**src/rtl/mas_issue_pkg.sv**
```systemverilog
// Shared types for the ALU command issuer: ALU opcode, FIFO entry and FSM state.
package mas_issue_pkg;

  // ALU operand/result width shared with mas_alu_top.
  localparam int MAS_BLEN = 32;

  // Widest tag the FIFO entry can carry; narrower TAGW values use the low bits.
  localparam int MAS_ISSUE_TAGW_MAX = 16;

  typedef enum logic [2:0] {
    MAS_ALU_ADD = 3'd0,
    MAS_ALU_SUB = 3'd1,
    MAS_ALU_AND = 3'd2,
    MAS_ALU_OR  = 3'd3,
    MAS_ALU_XOR = 3'd4
  } type_mas_alu_cmd;

  typedef struct packed {
    type_mas_alu_cmd               op;
    logic [MAS_BLEN-1:0]           op1;
    logic [MAS_BLEN-1:0]           op2;
    logic [MAS_ISSUE_TAGW_MAX-1:0] tag;
  } type_mas_issue_entry;

  typedef enum logic [1:0] {
    ST_IDLE = 2'd0,
    ST_REQ  = 2'd1,
    ST_RESP = 2'd2,
    ST_GAP  = 2'd3
  } type_mas_issue_state;

endpackage

```
**src/rtl/mas_issue_fifo.sv**
```systemverilog
// Synchronous FIFO for issuer commands. Pointers carry one extra wrap bit so
// full and empty are distinguished without a separate counter.
module mas_issue_fifo
  import mas_issue_pkg::*;
#(
  parameter int  DEPTH   = 4,
  parameter type entry_t = type_mas_issue_entry
) (
  input  logic   clk,
  input  logic   rst,
  input  logic   push,
  input  entry_t wr_data,
  input  logic   pop,
  output entry_t rd_data,
  output logic   full,
  output logic   empty
);

  localparam int AW = $clog2(DEPTH);

  logic [AW:0] wr_ptr;
  logic [AW:0] rd_ptr;
  entry_t      mem [DEPTH];

  assign full    = (wr_ptr[AW] != rd_ptr[AW]) && (wr_ptr[AW-1:0] == rd_ptr[AW-1:0]);
  assign empty   = (wr_ptr == rd_ptr);
  assign rd_data = mem[rd_ptr[AW-1:0]];

  // Pointer update; push/pop are gated so a misbehaving caller cannot corrupt state.
  always_ff @(posedge clk) begin
    if (rst) begin
      wr_ptr <= '0;
      rd_ptr <= '0;
    end else begin
      if (push && !full) wr_ptr <= wr_ptr + 1'b1;
      if (pop && !empty) rd_ptr <= rd_ptr + 1'b1;
    end
  end

  // Storage write; contents are don't-care while the slot is not occupied.
  always_ff @(posedge clk) begin
    if (push && !full) mem[wr_ptr[AW-1:0]] <= wr_data;
  end

endmodule

```
**src/rtl/mas_alu_issuer.sv**
```systemverilog
// Issues queued ALU commands one at a time to mas_alu_top, returns the result
// with its tag, and converts a missing mas_alu_ready into an error response.
module mas_alu_issuer
  import mas_issue_pkg::*;
#(
  parameter int DEPTH   = 4,
  parameter int TAGW    = 4,
  parameter int TIMEOUT = 16
) (
  input  logic                clk,
  input  logic                rst,
  input  logic                cmd_valid,
  output logic                cmd_ready,
  input  type_mas_alu_cmd     cmd_op,
  input  logic [MAS_BLEN-1:0] cmd_op1,
  input  logic [MAS_BLEN-1:0] cmd_op2,
  input  logic [TAGW-1:0]     cmd_tag,
  output logic                mas_alu_req,
  output type_mas_alu_cmd     mas_alu_cmd,
  output logic [MAS_BLEN-1:0] mas_alu_op1,
  output logic [MAS_BLEN-1:0] mas_alu_op2,
  input  logic                mas_alu_ready,
  input  logic [MAS_BLEN-1:0] mas_alu_res,
  output logic                rsp_valid,
  input  logic                rsp_ready,
  output logic [MAS_BLEN-1:0] rsp_res,
  output logic [TAGW-1:0]     rsp_tag,
  output logic                rsp_err
);

  // Watchdog only has to reach TIMEOUT-1.
  localparam int WDW = (TIMEOUT > 2) ? $clog2(TIMEOUT) : 1;

  type_mas_issue_state state_q;
  type_mas_issue_state state_d;

  type_mas_issue_entry fifo_wr;
  type_mas_issue_entry fifo_head;
  type_mas_issue_entry issue_p0;
  logic                fifo_push;
  logic                fifo_pop;
  logic                fifo_full;
  logic                fifo_empty;

  logic [WDW-1:0]      wd_q;
  logic                wd_expired;

  logic [MAS_BLEN-1:0] rsp_res_p1;
  logic [TAGW-1:0]     rsp_tag_p1;
  logic                rsp_err_p1;

  // Tag bits above TAGW are zero padding in the shared entry struct.
  logic                tag_hi_unused;
  assign tag_hi_unused = ^(issue_p0.tag >> TAGW);

  // cmd_ready is forced low while reset is asserted so the producer sees a clean 0.
  assign cmd_ready  = !fifo_full && !rst;
  assign fifo_push  = cmd_valid && cmd_ready;
  assign fifo_wr    = '{op: cmd_op, op1: cmd_op1, op2: cmd_op2,
                        tag: MAS_ISSUE_TAGW_MAX'(cmd_tag)};
  assign wd_expired = (wd_q == WDW'(TIMEOUT - 1));

  mas_issue_fifo #(
    .DEPTH   (DEPTH),
    .entry_t (type_mas_issue_entry)
  ) u_fifo (
    .clk     (clk),
    .rst     (rst),
    .push    (fifo_push),
    .wr_data (fifo_wr),
    .pop     (fifo_pop),
    .rd_data (fifo_head),
    .full    (fifo_full),
    .empty   (fifo_empty)
  );

  // FSM state register.
  always_ff @(posedge clk) begin
    if (rst) state_q <= ST_IDLE;
    else     state_q <= state_d;
  end

  // Next-state logic and FIFO pop; ready wins over an expiring watchdog.
  always_comb begin
    state_d  = state_q;
    fifo_pop = 1'b0;
    case (state_q)
      ST_IDLE: begin
        if (!fifo_empty) begin
          fifo_pop = 1'b1;
          state_d  = ST_REQ;
        end
      end
      ST_REQ: begin
        if (mas_alu_ready || wd_expired) state_d = ST_RESP;
      end
      ST_RESP: begin
        if (rsp_ready) state_d = ST_GAP;
      end
      ST_GAP: state_d = ST_IDLE;
      default: state_d = ST_IDLE;
    endcase
  end

  // Stage p0: issue register loaded on pop; watchdog counts REQ cycles from 0.
  always_ff @(posedge clk) begin
    if (rst) begin
      issue_p0 <= '0;
      wd_q     <= '0;
    end else begin
      if (fifo_pop) issue_p0 <= fifo_head;
      wd_q <= (state_q == ST_REQ) ? wd_q + 1'b1 : '0;
    end
  end

  // Stage p1: response capture, written only when leaving REQ so it stays stable in RESP.
  always_ff @(posedge clk) begin
    if (rst) begin
      rsp_res_p1 <= '0;
      rsp_tag_p1 <= '0;
      rsp_err_p1 <= 1'b0;
    end else if (state_q == ST_REQ) begin
      if (mas_alu_ready) begin
        rsp_res_p1 <= mas_alu_res;
        rsp_tag_p1 <= issue_p0.tag[TAGW-1:0];
        rsp_err_p1 <= 1'b0;
      end else if (wd_expired) begin
        rsp_res_p1 <= '0;
        rsp_tag_p1 <= issue_p0.tag[TAGW-1:0];
        rsp_err_p1 <= 1'b1;
      end
    end
  end

  assign mas_alu_req = (state_q == ST_REQ);
  assign mas_alu_cmd = issue_p0.op;
  assign mas_alu_op1 = issue_p0.op1;
  assign mas_alu_op2 = issue_p0.op2;

  assign rsp_valid   = (state_q == ST_RESP);
  assign rsp_res     = rsp_res_p1;
  assign rsp_tag     = rsp_tag_p1;
  assign rsp_err     = rsp_err_p1;

endmodule

```
**config.mk**
```make
export PLATFORM = sky130hd
export DESIGN_NAME = mas_alu_issuer
export DESIGN_NICKNAME = d
export VERILOG_FILES = /design/src/rtl/mas_issue_pkg.sv /design/src/rtl/mas_issue_fifo.sv /design/src/rtl/mas_alu_issuer.sv
export SDC_FILE = /design/constraint.sdc
export NUM_CORES = 1
export LEC_CHECK = 0
export CAP_MARGIN = 40
export CORE_UTILIZATION = 45
export CTS_CLUSTER_DIAMETER = 30
export DETAILED_ROUTE_END_ITERATION = 8
export GPL_TIMING_DRIVEN = 0
export PLACE_DENSITY = 0.7
export RECOVER_POWER = 25
export SETUP_SLACK_MARGIN = 0.05
export SLEW_MARGIN = 20
export SYNTH_ARGS = -nofsm -noshare
export SYNTH_HDL_FRONTEND = slang
export SYNTH_SLANG_ARGS = --single-unit
```
**constraint.sdc**
```tcl
create_clock -name clk -period 3.3 [get_ports clk]
set_clock_uncertainty 0.15 [all_clocks]
set_input_delay 0.33 -clock clk [delete_from_list [all_inputs] [get_ports clk]]
set_output_delay 0.33 -clock clk [all_outputs]
set_load 0.02 [all_outputs]
```
### Word-level counts from Yosys, hierarchy flattened

Memories as Yosys holds them, arrays and structs flattened. A register that Yosys moved wholly into a read port is not among the register bits.
Index checks and enable logic that the tools add are counted.

* bits in registers: 49
* output and inout bits: 107
* logic and storage cells: 50
* memories kept: 1
* bits of input ports: 108
* bits in writable memories: 284

Memory list
* u_fifo.mem: words 4, width 71, read ports 1, clocked after memory_dff 1, wr ports 1, RTL line mas_issue_fifo.sv:23 `entry_t mem [DEPTH];`

* reductions and logical operators: 14
* multiplexer cells: 14
* equal/unequal tests: 10
* add/subtract/negate cells: 3
* bitwise gates (word level): 1

Operators with widths (number)
* 32-bit two-way mux: 2
* 4-bit two-way mux: 2
* 2-bit one-hot mux with 4 select lines: 1
* 3-bit by 1-bit adder with 3-bit output (second input constant): 2
* 1-bit two-way mux: 6
* 2-bit two-way mux: 3
* 1-bit logical AND: 5
* 4-bit by 1-bit adder with 4-bit output (second input constant): 1
* 2-bit equality test (second input constant): 2
* 4-bit equality test (second input constant): 1
* 2-bit by 1-bit inequality test with 1-bit output (second input constant): 2
* 3-bit equality test: 1
* 1-bit zero test: 3
* 3-bit AND reduction: 1
* 2-bit by 1-bit equality test with 1-bit output (second input constant): 1
* 2-bit equality test: 1
* 2-bit zero test: 1
* 2-bit inequality test (second input constant): 1
* 2-bit AND reduction: 1
* 2-bit nonzero test: 1
* 2-bit OR reduction: 1
* 1-bit logical OR: 1
* 1-bit inequality test: 1
* 1-bit NOT: 1

### Depth between registers and ports, before layout

* depth in word-level cells: 8
* depth in mapped cells: 7
* mapped depth without buffers: 5

### Hierarchy

Synthesis repeated with hierarchy kept, for this count alone.

* cell total of the unflattened synthesis: 1008
* area, all modules: 16935.0 um2

By module, submodules not included
* mas_issue_fifo: seq. area each 10129.7 um2, cells each 501, times used 1, area an instance 12525.8 um2
* mas_alu_issuer: seq. area each 2282.2 um2, cells each 507, times used 1, area an instance 4409.2 um2

### Worst setup path before layout

OpenSTA, ideal clock, no wires.

* path type: reg2reg
* start: reg u_fifo.rd_ptr[0]
* end: mem u_fifo.mem[0][0] (netlist bit), enable pin
* path slack: 0.020 ns
* data required time: 2.713 ns
* library setup time: 0.437 ns
* arrival: 2.693 ns
* path buffers: 1
* stages on the path, launching flop included: 6
* period minus slack after synthesis: 3.280 ns
* path through: dfxtp_1 buf_4 xor2_4 o31ai_2 nor2_1 and2_1

* word-level cells in the longest chain between the ends: 8

Ends and longest elaborated chain
* start, declared: RTL line mas_issue_fifo.sv:22 `logic [AW:0] rd_ptr;`
* start signal, assigned: RTL line mas_issue_fifo.sv:36 `if (pop && !empty) rd_ptr <= rd_ptr + 1'b1;`
* 2-bit equality test *: RTL line mas_issue_fifo.sv:25 `assign full = (wr_ptr[AW] != rd_ptr[AW]) && (wr_ptr[AW-1:0] == rd_ptr[AW-1:0]);`
* 1-bit logical AND *: RTL line mas_issue_fifo.sv:25
* 1-bit zero test *: RTL line mas_issue_fifo.sv:42, mas_alu_issuer.sv:57
* 1-bit logical AND: RTL line mas_alu_issuer.sv:57 `assign cmd_ready = !fifo_full && !rst;`
* 1-bit logical AND: RTL line mas_alu_issuer.sv:58 `assign fifo_push = cmd_valid && cmd_ready;`
* 1-bit logical AND *: RTL line mas_issue_fifo.sv:42 `if (push && !full) mem[wr_ptr[AW-1:0]] <= wr_data;`
* 1-bit two-way mux *: RTL line mas_issue_fifo.sv:42
* 1-bit two-way mux (implied by the code) *: RTL line mas_issue_fifo.sv:42
* end, declared: RTL line mas_issue_fifo.sv:23

Every way passes the cells marked *; elsewhere a longest branch is shown, timed or not.

### Final worst setup path

* start: in rst
* end: out cmd_ready

* word-level cells in the longest chain between the ends: 2

Ends and longest elaborated chain
* start, declared: RTL line mas_alu_issuer.sv:11 `input logic rst,`
* 1-bit zero test: RTL line mas_alu_issuer.sv:57
* 1-bit logical AND: RTL line mas_alu_issuer.sv:57
* end, declared: RTL line mas_alu_issuer.sv:13 `output logic cmd_ready,`

Every way passes these cells.

==> flow_summary.ini <==
[timing]
finalMaxSlewViolations = 0
worst_pin_slew_ns = 0.784
min_period_over_period = 0.861
max_freq_mhz = 352
layout_min_cycle_time_ns = 2.84
hold_ws_ns = 0.260
final-setup-viol-count = 0
rsz0062_at_grt = false
max_slew_margin = 0.477
hold_violations = 0

[floorplanning]
io-pin-count = 215
dieArea_um2 = 35000
core_area_um2 = 33600
start_util = 0.459
fp.dieW_um = 187
die_h_um = 187
rows = 67

[power]
ir_drop_v = 0.000666
total_power_uw = 19400
pwr_density_cell_nw_per_um2 = 925
cellLeakagePower_uw = 0.00738

[setup_path]
path_max_fanout = 10
cp.required_ns = 2.82
start_kind = input port
r2r-start = u_fifo.rd_ptr[0]$_SDFFE_PP0P_
worst_r2r_path_depth = 6
cp.arrival_ns = 2.36
timing_worst_setup_path_type = in -> out
r2r-end = u_fifo.mem[3][37]$_DFFE_PP_
reg2reg_slack_ns = 0.64
end_kind = output port

[global_route]
grt_pass1_wl_um = 50300
gr-max-usage-layer = met2
grt.overflow.total = 0
grt_util_met3 = 0.0486
met2_usage = 0.317
grt_pass1_vias = 9242
grt_max_degree = 43
track_usage = 0.186
grtUsageMet1 = 0.233
antenna_found_initial = 4

[place]
dp_hpwl_um = 19200
io_buffers = 214
gp_congestion = 0.807
dpl.cell_count = 1612

[worst_hold_path]
hold_end = rsp_res[22]$_SDFFE_PP0P_
hold_path_depth = 3
min-delay-start = mas_alu_res[22]
hold_class = in -> reg

[finish]
drive_gt1_frac = 0.267
layout.cells.non_filler = 1760
area_growth_pct = 35.9
finalNetCount = 1361
postLayoutCoreUtil = 0.624
nFillCells = 2485

[logic_synthesis]
syn_area_per_cell_um2 = 16.3
synth_edf_count = 284
synthFlopType = edfxtp_1
ys_seq_area_frac = 0.709
synthArstFlopShare = 0
ys_types = 36
postSynthCellCount = 946
synth-seq-cells = 404
netlist_area_um2 = 15400
synth_warnings = 0
syn_nets = 1063

[drt]
wl_per_cell_um = 18.2
drtPass1Iterations = 5
drc_errors = 0
vias = 8785
wirelength_um = 32100
ant_nets = 0
vias_per_cell = 4.99
drtIter0Drc = 436

[clocking]
post_cts_buffers = 0
insertion_delay_ns = 0.57
max-clock-path-buffers = 3
ctsResizeCount = 0
numCtsBuffers = 78
clkTransAtPathRegs_ns = 0.05
cts_root_buf = clkbuf_16
cts_tree = built
postCtsHoldBufs = 0
h-tree-depth = 3
cts_sinks = 404

[job]
drv_cap = 0

[run_status]
status = complete, no violations
==> area by class of cell <==
| type | count | area (um2) | share of cell area |
|---|---|---|---|
| Sequential cell | 404 | 10900 | 0.521 |
| Multi-Input combinational cell | 414 | 3630 | 0.173 |
| Timing Repair Buffer | 218 | 2250 | 0.107 |
| Clock buffer | 101 | 2150 | 0.103 |
| Buffer | 120 | 843 | 0.0402 |
| Tap cell | 448 | 561 | 0.0267 |
| Clock inverter | 44 | 558 | 0.0266 |
| Inverter | 8 | 30.0 | 0.00143 |
| Antenna cell | 3 | 7.51 | 0.000358 |
==> how the worst max path moves through the flow <==
stage                                              from                     endpoint  slack, ns  cells after the start
after floorplan           u_fifo.rd_ptr[0]$_SDFFE_PP0P_   u_fifo.mem[0][0]$_DFFE_PP_       0.80                      5
after global routing                                rst                    cmd_ready       0.40                      5
after CTS                                           rst                    cmd_ready       0.48                      5
after detailed placement                            rst  u_fifo.mem[1][39]$_DFFE_PP_       0.39                      5
final                                               rst                    cmd_ready       0.46                      5
after global placement                              rst  u_fifo.mem[0][30]$_DFFE_PP_      -0.38                      4
==> worst max-delay path: stages <==
cell	delay [ns]
clkdlybuf4s50_1	0.49
clkbuf_1	0.45
clkbuf_1	0.43
nor2_1	0.09
clkdlybuf4s50_1	0.57
==> per-stage QoR <==
stage          setup WS, ns  instance area [um2]  TNS (ns)
2_1_floorplan         0.800                15400         0
3_3_place_gp         -0.381                18100    -98.75
3_5_place_dp          0.389                18200         0
4_1_cts               0.480                21000         0
5_1_grt               0.401                21000         0
6_report              0.458                21000         0
==> routing by layer <==
layer  up-vias  part of all wire
met5         -           0.00041
met4         2             0.012
met3        31             0.060
met2       272              0.50
met1      4390              0.42
li1       4090                 -
==> synthesized netlist by cell type, types with 8 or more instances <==
master | n | area [um2]
buf_4 | 77 | 578
edfxtp_1 | 284 | 8530
clkbuf_1 | 22 | 82.6
nand2_4 | 20 | 225
mux4_2 | 71 | 1600
dfxtp_1 | 120 | 2400
ha_1 | 9 | 113
a21oi_2 | 20 | 175
inv_1 | 8 | 30.0
nor2_1 | 47 | 176
buf_2 | 12 | 60.1
a21oi_1 | 53 | 265
a22oi_1 | 32 | 240
nand2_1 | 124 | 465
==> layout by cell type (no fill, tap or decap), types with 9 or more instances in the layout <==
| master | instances |
|---|---|
| edfxtp_1 | 284 |
| clkdlybuf4s50_1 | 163 |
| nand2_1 | 124 |
| dfxtp_1 | 120 |
| clkbuf_16 | 81 |
| buf_4 | 77 |
| mux4_2 | 71 |
| a21oi_1 | 53 |
| dlygate4sd3_1 | 51 |
| nor2_1 | 47 |
| clkbuf_1 | 37 |
| a22oi_1 | 32 |
| nand2_4 | 20 |
| a21oi_2 | 20 |
| buf_2 | 12 |
| ha_1 | 9 |
==> where the power goes <==
| group | internal, uW | switching [uW] | total [uW] |
|---|---|---|---|
| clock network | 5230 | 2630 | 7860 |
| registers | 6030 | 295 | 6320 |
| logic | 2530 | 2670 | 5210 |
==> cell families after synthesis <==
logic type / count (synthesis) / share of synthesized area
compound gates: 115 / 0.0503
xor+xnor: 9 / 0.00803
flops: 404 / 0.709
fa+ha+maj: 9 / 0.00730
buf+inv: 128 / 0.0566
mux: 77 / 0.108
simple gates: 204 / 0.0613
==> state kept, by name, summed over array words and instances (netlist names) <==
name	flops
rsp_res	32
issue_p0	4
u_fifo.wr_ptr	3
state_q	2
wd_q	4
u_fifo.rd_ptr	3
rsp_err	1
mas_alu_cmd	3
rsp_tag	4
u_fifo.mem	284
mas_alu_op1	32
mas_alu_op2	32
(Power assumes the default switching activity.)
